<file path="src/rtl/risc_control_unit_if.sv">
// risc_control_unit_if: IR/flag inputs and datapath strobes between control unit and datapath
interface risc_control_unit_if #(
   parameter int word_size = 10,
   parameter int Sel1_size = 3,
   parameter int Sel2_size = 3
);
   logic [word_size-1:0] instruction;
   logic                 Zflag;
   logic                 Load_R0, Load_R1, Load_R2, Load_R3;
   logic                 Load_PC, Inc_PC;
   logic [Sel1_size-1:0] Sel_Bus_1a_Mux, Sel_Bus_1b_Mux;
   logic [Sel2_size-1:0] Sel_Bus_2_Mux;
   logic                 Load_IR, Load_Add_R, Load_Reg_Z;
   logic                 write, halted;
   modport master (
      output instruction, Zflag,
      input  Load_R0, Load_R1, Load_R2, Load_R3, Load_PC, Inc_PC,
             Sel_Bus_1a_Mux, Sel_Bus_1b_Mux, Sel_Bus_2_Mux,
             Load_IR, Load_Add_R, Load_Reg_Z, write, halted
   );
   modport slave (
      input  instruction, Zflag,
      output Load_R0, Load_R1, Load_R2, Load_R3, Load_PC, Inc_PC,
             Sel_Bus_1a_Mux, Sel_Bus_1b_Mux, Sel_Bus_2_Mux,
             Load_IR, Load_Add_R, Load_Reg_Z, write, halted
   );
endinterface

</file>
<file path="src/rtl/risc_control_unit.sv">
// risc_control_unit: multi-cycle fetch/decode/execute control FSM for the 10-bit RISC datapath
module risc_control_unit #(
   parameter int word_size  = 10,
   parameter int op_size    = 4,
   parameter int Sel1_size  = 3,
   parameter int Sel2_size  = 3,
   parameter int state_size = 3
) (
   input logic clk,
   input logic rst,
   risc_control_unit_if.slave bus
);
   localparam logic [state_size-1:0] S_idle = 3'd0, S_fet1 = 3'd1, S_fet2 = 3'd2, S_dec = 3'd3,
                                     S_rd = 3'd4, S_wr = 3'd5, S_halt = 3'd6;
   localparam logic [op_size-1:0] NOP = 4'b0000, ADD = 4'b0001, SUB = 4'b0010, AND = 4'b0011,
                                  NOT = 4'b0100, RD = 4'b0101, WR = 4'b0110, BR = 4'b0111,
                                  BRZ = 4'b1000, LDI = 4'b1001, HLT = 4'b1111;

   logic [state_size-1:0] r_state, w_next;
   logic [op_size-1:0]    w_op;
   logic [1:0]            w_src, w_dest;
   logic                  w_ld, w_unused;

   assign w_op     = bus.instruction[word_size-1 -: op_size];
   assign w_src    = bus.instruction[5:4];
   assign w_dest   = bus.instruction[3:2];
   assign w_unused = &{1'b0, bus.instruction[1:0], NOP};

   always_ff @(posedge clk)
      r_state <= rst ? S_idle : w_next;

   always_comb begin
      w_next = S_idle;
      case (r_state)
         S_idle:  w_next = S_fet1;
         S_fet1:  w_next = S_fet2;
         S_fet2:  w_next = S_dec;
         S_dec:   w_next = w_op == RD ? S_rd : w_op == WR ? S_wr : w_op == HLT ? S_halt : S_fet1;
         S_rd:    w_next = S_fet1;
         S_wr:    w_next = S_fet1;
         S_halt:  w_next = S_halt;
         default: w_next = S_idle;
      endcase
   end

   // rst gates every strobe so an aborted instruction cannot commit on the reset edge
   always_comb begin
      w_ld               = 1'b0;
      bus.Load_PC        = 1'b0;
      bus.Inc_PC         = 1'b0;
      bus.Sel_Bus_1a_Mux = '0;
      bus.Sel_Bus_1b_Mux = '0;
      bus.Sel_Bus_2_Mux  = '0;
      bus.Load_IR        = 1'b0;
      bus.Load_Add_R     = 1'b0;
      bus.Load_Reg_Z     = 1'b0;
      bus.write          = 1'b0;
      bus.halted         = 1'b0;
      if (!rst) begin
         case (r_state)
            S_fet1: begin
               bus.Sel_Bus_1a_Mux = Sel1_size'(4);
               bus.Sel_Bus_2_Mux  = Sel2_size'(1);
               bus.Load_Add_R     = 1'b1;
            end
            S_fet2: begin
               bus.Sel_Bus_2_Mux = Sel2_size'(2);
               bus.Load_IR       = 1'b1;
               bus.Inc_PC        = 1'b1;
            end
            S_dec: begin
               case (w_op)
                  ADD, SUB, AND, NOT: begin
                     bus.Sel_Bus_1a_Mux = Sel1_size'(w_src);
                     bus.Sel_Bus_1b_Mux = Sel1_size'(w_dest);
                     w_ld               = 1'b1;
                     bus.Load_Reg_Z     = 1'b1;
                  end
                  RD, WR: begin
                     bus.Sel_Bus_2_Mux = Sel2_size'(3);
                     bus.Load_Add_R    = 1'b1;
                  end
                  BR: begin
                     bus.Sel_Bus_2_Mux = Sel2_size'(3);
                     bus.Load_PC       = 1'b1;
                  end
                  BRZ: begin
                     bus.Sel_Bus_2_Mux = bus.Zflag ? Sel2_size'(3) : '0;
                     bus.Load_PC       = bus.Zflag;
                  end
                  LDI: begin
                     bus.Sel_Bus_2_Mux = Sel2_size'(4);
                     w_ld              = 1'b1;
                  end
                  default: ;
               endcase
            end
            S_rd: begin
               bus.Sel_Bus_2_Mux = Sel2_size'(2);
               w_ld              = 1'b1;
            end
            S_wr: begin
               bus.Sel_Bus_1a_Mux = Sel1_size'(w_src);
               bus.write          = 1'b1;
            end
            S_halt: bus.halted = 1'b1;
            default: ;
         endcase
      end
   end

   assign bus.Load_R0 = w_ld && w_dest == 2'd0;
   assign bus.Load_R1 = w_ld && w_dest == 2'd1;
   assign bus.Load_R2 = w_ld && w_dest == 2'd2;
   assign bus.Load_R3 = w_ld && w_dest == 2'd3;
endmodule

</file>
<file path="src/flat_wrapper.sv">
// flat-port wrapper written by rule: the top's interface ports become plain ports
module risc_control_unit_flat 
#(
   parameter int word_size  = 10,
   parameter int op_size    = 4,
   parameter int Sel1_size  = 3,
   parameter int Sel2_size  = 3,
   parameter int state_size = 3
)
  (clk, rst, bus_instruction, bus_Zflag, bus_Load_R0, bus_Load_R1, bus_Load_R2, bus_Load_R3, bus_Load_PC, bus_Inc_PC, bus_Sel_Bus_1a_Mux, bus_Sel_Bus_1b_Mux, bus_Sel_Bus_2_Mux, bus_Load_IR, bus_Load_Add_R, bus_Load_Reg_Z, bus_write, bus_halted);
  risc_control_unit_if #(.word_size(word_size), .Sel1_size(Sel1_size), .Sel2_size(Sel2_size)) bus_i ();
  input logic clk;
  input logic rst;
  input wire logic [$bits(bus_i.instruction)-1:0] bus_instruction;
  input wire logic [$bits(bus_i.Zflag)-1:0] bus_Zflag;
  output wire logic [$bits(bus_i.Load_R0)-1:0] bus_Load_R0;
  output wire logic [$bits(bus_i.Load_R1)-1:0] bus_Load_R1;
  output wire logic [$bits(bus_i.Load_R2)-1:0] bus_Load_R2;
  output wire logic [$bits(bus_i.Load_R3)-1:0] bus_Load_R3;
  output wire logic [$bits(bus_i.Load_PC)-1:0] bus_Load_PC;
  output wire logic [$bits(bus_i.Inc_PC)-1:0] bus_Inc_PC;
  output wire logic [$bits(bus_i.Sel_Bus_1a_Mux)-1:0] bus_Sel_Bus_1a_Mux;
  output wire logic [$bits(bus_i.Sel_Bus_1b_Mux)-1:0] bus_Sel_Bus_1b_Mux;
  output wire logic [$bits(bus_i.Sel_Bus_2_Mux)-1:0] bus_Sel_Bus_2_Mux;
  output wire logic [$bits(bus_i.Load_IR)-1:0] bus_Load_IR;
  output wire logic [$bits(bus_i.Load_Add_R)-1:0] bus_Load_Add_R;
  output wire logic [$bits(bus_i.Load_Reg_Z)-1:0] bus_Load_Reg_Z;
  output wire logic [$bits(bus_i.write)-1:0] bus_write;
  output wire logic [$bits(bus_i.halted)-1:0] bus_halted;
  assign bus_i.instruction = bus_instruction;
  assign bus_i.Zflag = bus_Zflag;
  assign bus_Load_R0 = bus_i.Load_R0;
  assign bus_Load_R1 = bus_i.Load_R1;
  assign bus_Load_R2 = bus_i.Load_R2;
  assign bus_Load_R3 = bus_i.Load_R3;
  assign bus_Load_PC = bus_i.Load_PC;
  assign bus_Inc_PC = bus_i.Inc_PC;
  assign bus_Sel_Bus_1a_Mux = bus_i.Sel_Bus_1a_Mux;
  assign bus_Sel_Bus_1b_Mux = bus_i.Sel_Bus_1b_Mux;
  assign bus_Sel_Bus_2_Mux = bus_i.Sel_Bus_2_Mux;
  assign bus_Load_IR = bus_i.Load_IR;
  assign bus_Load_Add_R = bus_i.Load_Add_R;
  assign bus_Load_Reg_Z = bus_i.Load_Reg_Z;
  assign bus_write = bus_i.write;
  assign bus_halted = bus_i.halted;
  risc_control_unit #(.word_size(word_size), .op_size(op_size), .Sel1_size(Sel1_size), .Sel2_size(Sel2_size), .state_size(state_size)) u_core (.clk(clk), .rst(rst), .bus(bus_i));
endmodule
</file>
<file path="config.mk">
export PLATFORM = sky130hd
export DESIGN_NAME = risc_control_unit_flat
export DESIGN_NICKNAME = d
export VERILOG_FILES = /design/src/rtl/risc_control_unit_if.sv /design/src/rtl/risc_control_unit.sv /design/src/flat_wrapper.sv
export SDC_FILE = /design/constraint.sdc
export NUM_CORES = 1
export LEC_CHECK = 0
export CORE_UTILIZATION = 35
export CTS_CLUSTER_SIZE = 40
export DETAILED_ROUTE_END_ITERATION = 10
export PLACE_DENSITY = 0.74
export SYNTH_ARGS = -nofsm -noshare
export SYNTH_HDL_FRONTEND = slang
export SYNTH_SLANG_ARGS = --single-unit
</file>
<file path="constraint.sdc">
create_clock -name clk -period 1.65 [get_ports clk]
set_input_delay 0.33 -clock clk [delete_from_list [all_inputs] [get_ports clk]]
set_output_delay 0.33 -clock clk [all_outputs]
set_load 0.1 [all_outputs]
</file>
==> results.py, run 1 <==
metrics = {
    "synthesis": {
        "yosysSeqAreaShare_pct": 11.88,
        "synth.net_count": 75,
        "syn_area_per_cell_sq_um": 8.153,
        "synth_area_leaders": "dfxtp_1 12%, a211oi_1 5.9%, buf_4 5.9%",
        "syn-cell-area_sq_um": 505.5,
        "synthCells": 62,
        "yosysUniqueCellTypes": 38,
        "ys_ff_latch": 3,
        "synth_warnings": 0,
        "synth_largest_area_cell": "dfxtp_1",
        "netlist.area_leader.share_pct": 11.88,
    },
    "place": {
        "port_buffers": 29,
        "routabilityCongestion": 0.7965,
    },
    "floorplan": {
        "ioPinCount": 33,
        "dieWidth_microns": 40.01,
        "rows": 13,
        "start_util_pct": 38.37,
        "die_h_microns": 40.01,
    },
    "status": {
        "tool.error": "[ERROR DPL-0038] Utilization greater than 100%, impossible to legalize",
        "haltStage": "detailed placement",
        "outcome": "stopped before the end",
    },
}
[stage by stage]
stage | hold slack (ns) | TNS (ns) | setup slack (ns) | std cells | cell area [sq um]
floorplan | 0.4898 | -9.779 | -0.7445 | 62 | 732.0
global placement | 0.5914 | -9.313 | -0.6875 | 127 | 1379
[cells in the mapped netlist]
library cell	instances
inv_1	5
nor2_1	5
a211oi_1	4
buf_4	4
dfxtp_1	3
nor4b_1	3
a21oi_1	2
a32oi_1	2
and4bb_2	2
nand2b_1	2
nor4bb_1	2
or3_1	2
a21bo_2	1
a22oi_1	1
a31o_2	1
a31oi_1	1
a41oi_2	1
and2b_1	1
and4_1	1
and4bb_4	1
buf_2	1
buf_6	1
clkbuf_1	1
conb_1	1
nand4_1	1
nand4b_2	1
nor2b_1	1
nor3_1	1
nor4b_2	1
o2111ai_1	1
o21a_1	1
o21ai_1	1
o21ai_2	1
o21ba_2	1
o21bai_1	1
or2_2	1
xnor2_1	1
xor2_1	1
[kinds of logic after synthesis]
| logic type | count (synthesis) | synth area share (%) |
|---|---|---|
| other cells | 1 | 0.7419 |
| buf+inv | 12 | 13.61 |
| compound gates | 19 | 30.45 |
| flops | 3 | 11.88 |
| simple gates | 25 | 39.85 |
| xor+xnor | 2 | 3.466 |
==> run 2: changes to the inputs <==
CORE_AREA = 2 2 63 65   (was unset)
CORE_UTILIZATION = unset   (was 35)
CTS_CLUSTER_SIZE = unset   (was 40)
DIE_AREA = 0 0 65 67   (was unset)
PLACE_DENSITY = unset   (was 0.74)
PLACE_DENSITY_LB_ADDON = 0.15   (was unset)
==> run 2 against run 1 <==
  * The flow now finishes, with violations (negative setup slack)
  * Area after synthesis unchanged
  * Synthesized cell count unchanged
==> results.py, run 2 <==
metrics = {
    "layout": {
        "drive_gt1_share_pct": 82.68,
        "synthToLayoutAreaGrowth_pct": 234.9,
        "top_regs": "u_core.r_state: 3 flops",
        "final_cell_mix": "24 x buf_4, 20 x buf_12, 13 x buf_6",
        "regMostFlops": "u_core.r_state",
        "final_common_cell": "buf_4",
        "fin_nets": 141,
        "num_antenna_cells": 0,
        "fin_area_sq_mm": 0.001693,
        "largest_reg_flops": 3,
    },
    "clocking": {
        "cts_sinks": 3,
        "insertion_delay_ns": 0.22,
        "clockBufferDepth": 2,
        "h-tree-depth": 1,
        "clk_pin_slew_ns": 0.03,
        "clock-root-buffer": "clkbuf_8",
        "cts_buffers": 3,
        "cts_tree": "built",
    },
    "synthesis": {
        "yosysUniqueCellTypes": 38,
        "netlist_top_cells_count": "5 x inv_1, 5 x nor2_1, 4 x a211oi_1, 4 x buf_4",
        "synth_edf_count": 0,
        "synth_xor_area_share_pct": 3.465,
        "synthFlopType": "dfxtp_1",
        "synthSimpleGateAreaFrac_pct": 39.85,
        "synthMuxAreaShare_pct": 0,
        "synthCells": 62,
        "synth.net_count": 75,
        "syn-cell-area_sq_um": 505.5,
        "synth_largest_area_cell": "dfxtp_1",
        "yosysSeqAreaShare_pct": 11.88,
        "synth_async_sr_flop_share_pct": 0,
        "synth_warnings": 0,
        "netlist.area_leader.share_pct": 11.88,
        "ys_ff_latch": 3,
        "synth_area_leaders": "dfxtp_1 12%, a211oi_1 5.9%, buf_4 5.9%",
        "syn_area_per_cell_sq_um": 8.153,
        "synth_top_family_by_area": "simple AND/OR/NAND/NOR gates",
        "synth-adder-area-share_pct": 0,
        "synth_compound_area_share_pct": 30.45,
    },
    "place": {
        "post_dp_cell_area_sq_mm": 0.001405,
        "dp_hpwl_microns": 1708,
        "routabilityCongestion": 0.7511,
        "port_buffers": 29,
        "place_ws_ns": -0.7391,
    },
    "timing": {
        "rsz0062_at_grt": "true",
        "timing.final.crit_share_pct": 120.5,
        "fin_ws_ns": -0.3389,
        "min_period_ns": 1.989,
        "hold_slack_ns": 0.5942,
        "slew_viol_final": 0,
        "finalSetupViolations": 18,
        "fmax_mhz": 502.8,
        "finalSetupTns_ns": -4.359,
        "hold_violations": 0,
        "finClkSkew_ns": 0.004152,
    },
    "global_route": {
        "grt_pass1_wl_microns": 3732,
        "first_global_vias": 754,
        "gr-total-overflow": 0,
        "grt_max_degree": 8,
        "antenna_found_initial": 0,
        "grt.total_usage_pct": 11.49,
    },
    "setup_path": {
        "required_ns": 1.32,
        "crit_type": "flip-flop to output port",
        "worstPathArrival_ns": 1.66,
        "crit_fanout": 5,
        "start_kind": "flip-flop",
        "cp-end-kind": "output port",
    },
    "floorplan": {
        "dieWidth_microns": 65,
        "dieArea_sq_mm": 0.004355,
        "start_util_pct": 14.02,
        "core_sq_mm": 0.003606,
        "die_h_microns": 67,
        "rows": 22,
        "ioPinCount": 33,
    },
    "drt": {
        "num_vias": 730,
        "wire_per_inst_microns": 13.06,
        "drc": 0,
        "routed_via_density": 4.171,
        "wirelength_microns": 2286,
        "ant_nets": 0,
        "dr.pass1.iters": 3,
        "drtIter0Drc": 6,
    },
    "power_and_ir_drop": {
        "combinationalPowerShare_pct": 56.7,
        "p_per_area_mw_per_mm2": 415.5,
        "p_int_uw": 430.4,
        "power.switching_uw": 272.9,
        "p_total_uw": 703.3,
        "seq_power_share_pct": 12.4,
        "vdd_drop_max_uv": 661.3,
        "leakagePower_nw": 0.6604,
        "p_clk_share_pct": 30.9,
        "p_sw_share_pct": 38.80,
    },
    "run": {
        "maxCapViolCount": 0,
    },
    "hold_path": {
        "min-delay-path-class": "input port to flip-flop",
    },
    "status": {
        "outcome": "finished, violations left",
        "violations": "negative setup slack",
    },
}
==> run 2: cell counts after synthesis <==
No cell type changed its count.
==> run 2: worst paths after layout <==
check | endpoint | start | cells past startpoint | slack, ns
hold reg to reg | u_core.r_state[0] | u_core.r_state[2] | 3 | 0.66
setup / recovery | bus_Load_R0 | u_core.r_state[2] | 5 | -0.34
hold / removal | u_core.r_state[1] | rst | 4 | 0.59
setup reg to reg | u_core.r_state[2] | u_core.r_state[0] | 7 | 0.30
==> run 2: power by group through the flow <==
stage / combinational, mW / sequential [mW] / clock (mW)
final: 0.399 / 0.0872 / 0.217
after global routing: 0.418 / 0.0878 / 0.238
after CTS: 0.393 / 0.0881 / 0.226
after detailed placement: 0.342 / 0.0903 / 0
after global placement: 0.340 / 0.0906 / 0
after floorplan: 0.218 / 0.0816 / 0
==> run 2: metal layers <==
| metal | global-route usage [%] | up-vias | wire (microns) | part of all wire (%) |
|---|---|---|---|---|
| met4 | 5.585 | 0 | 44 | 1.9 |
| met5 | 0 | - | 0 | 0 |
| li1 | - | 365 | - | - |
| met1 | 12.58 | 337 | 877 | 38 |
| met3 | 1.520 | 4 | 96 | 4.2 |
| met2 | 21.65 | 24 | 1267 | 55 |
==> run 2: layout make-up <==
class / count / area, sq um
Clock buffer: 4 / 45.04
Inverter: 5 / 25.02
Multi-Input combinational cell: 47 / 651.9
Fill cell: 333 / 1913
Sequential cell: 3 / 71.32
Tap cell: 48 / 60.06
Timing Repair Buffer: 68 / 839.6
==> run 2: through the flow <==
| step | instances | util, % |
|---|---|---|
| 2_1_floorplan | 62 | - |
| 3_3_place_gp | 158 | 38.97 |
| 3_5_place_dp | 158 | 38.97 |
| 4_1_cts | 172 | 46.15 |
| 5_1_grt | 175 | 46.95 |
| 6_report | 175 | 46.95 |
==> run 2: logic make-up after synthesis <==
family,count (synthesis)
buffers and inverters,12
AND/OR/NAND/NOR,25
AO/OA/AOI/OAI,19
flip-flops,3
XOR/XNOR,2
other,1
==> run 2: what timing repair did <==
item,4_1_cts,5_1_grt
setup buffers,11,4
gates resized for setup,50,7
setup endpoints to repair,19,18
hold buffers,0,0
pin swaps,20,13
==> run 2: critical path, cell delays in order, from the launching register on <==
cell,delay (ns)
dfxtp_4,0.34
and4bb_2,0.36
nand4b_4,0.11
buf_12,0.16
a211oi_4,0.25
buf_12,0.21
No activity file was read; power rests on OpenSTA's default activity.
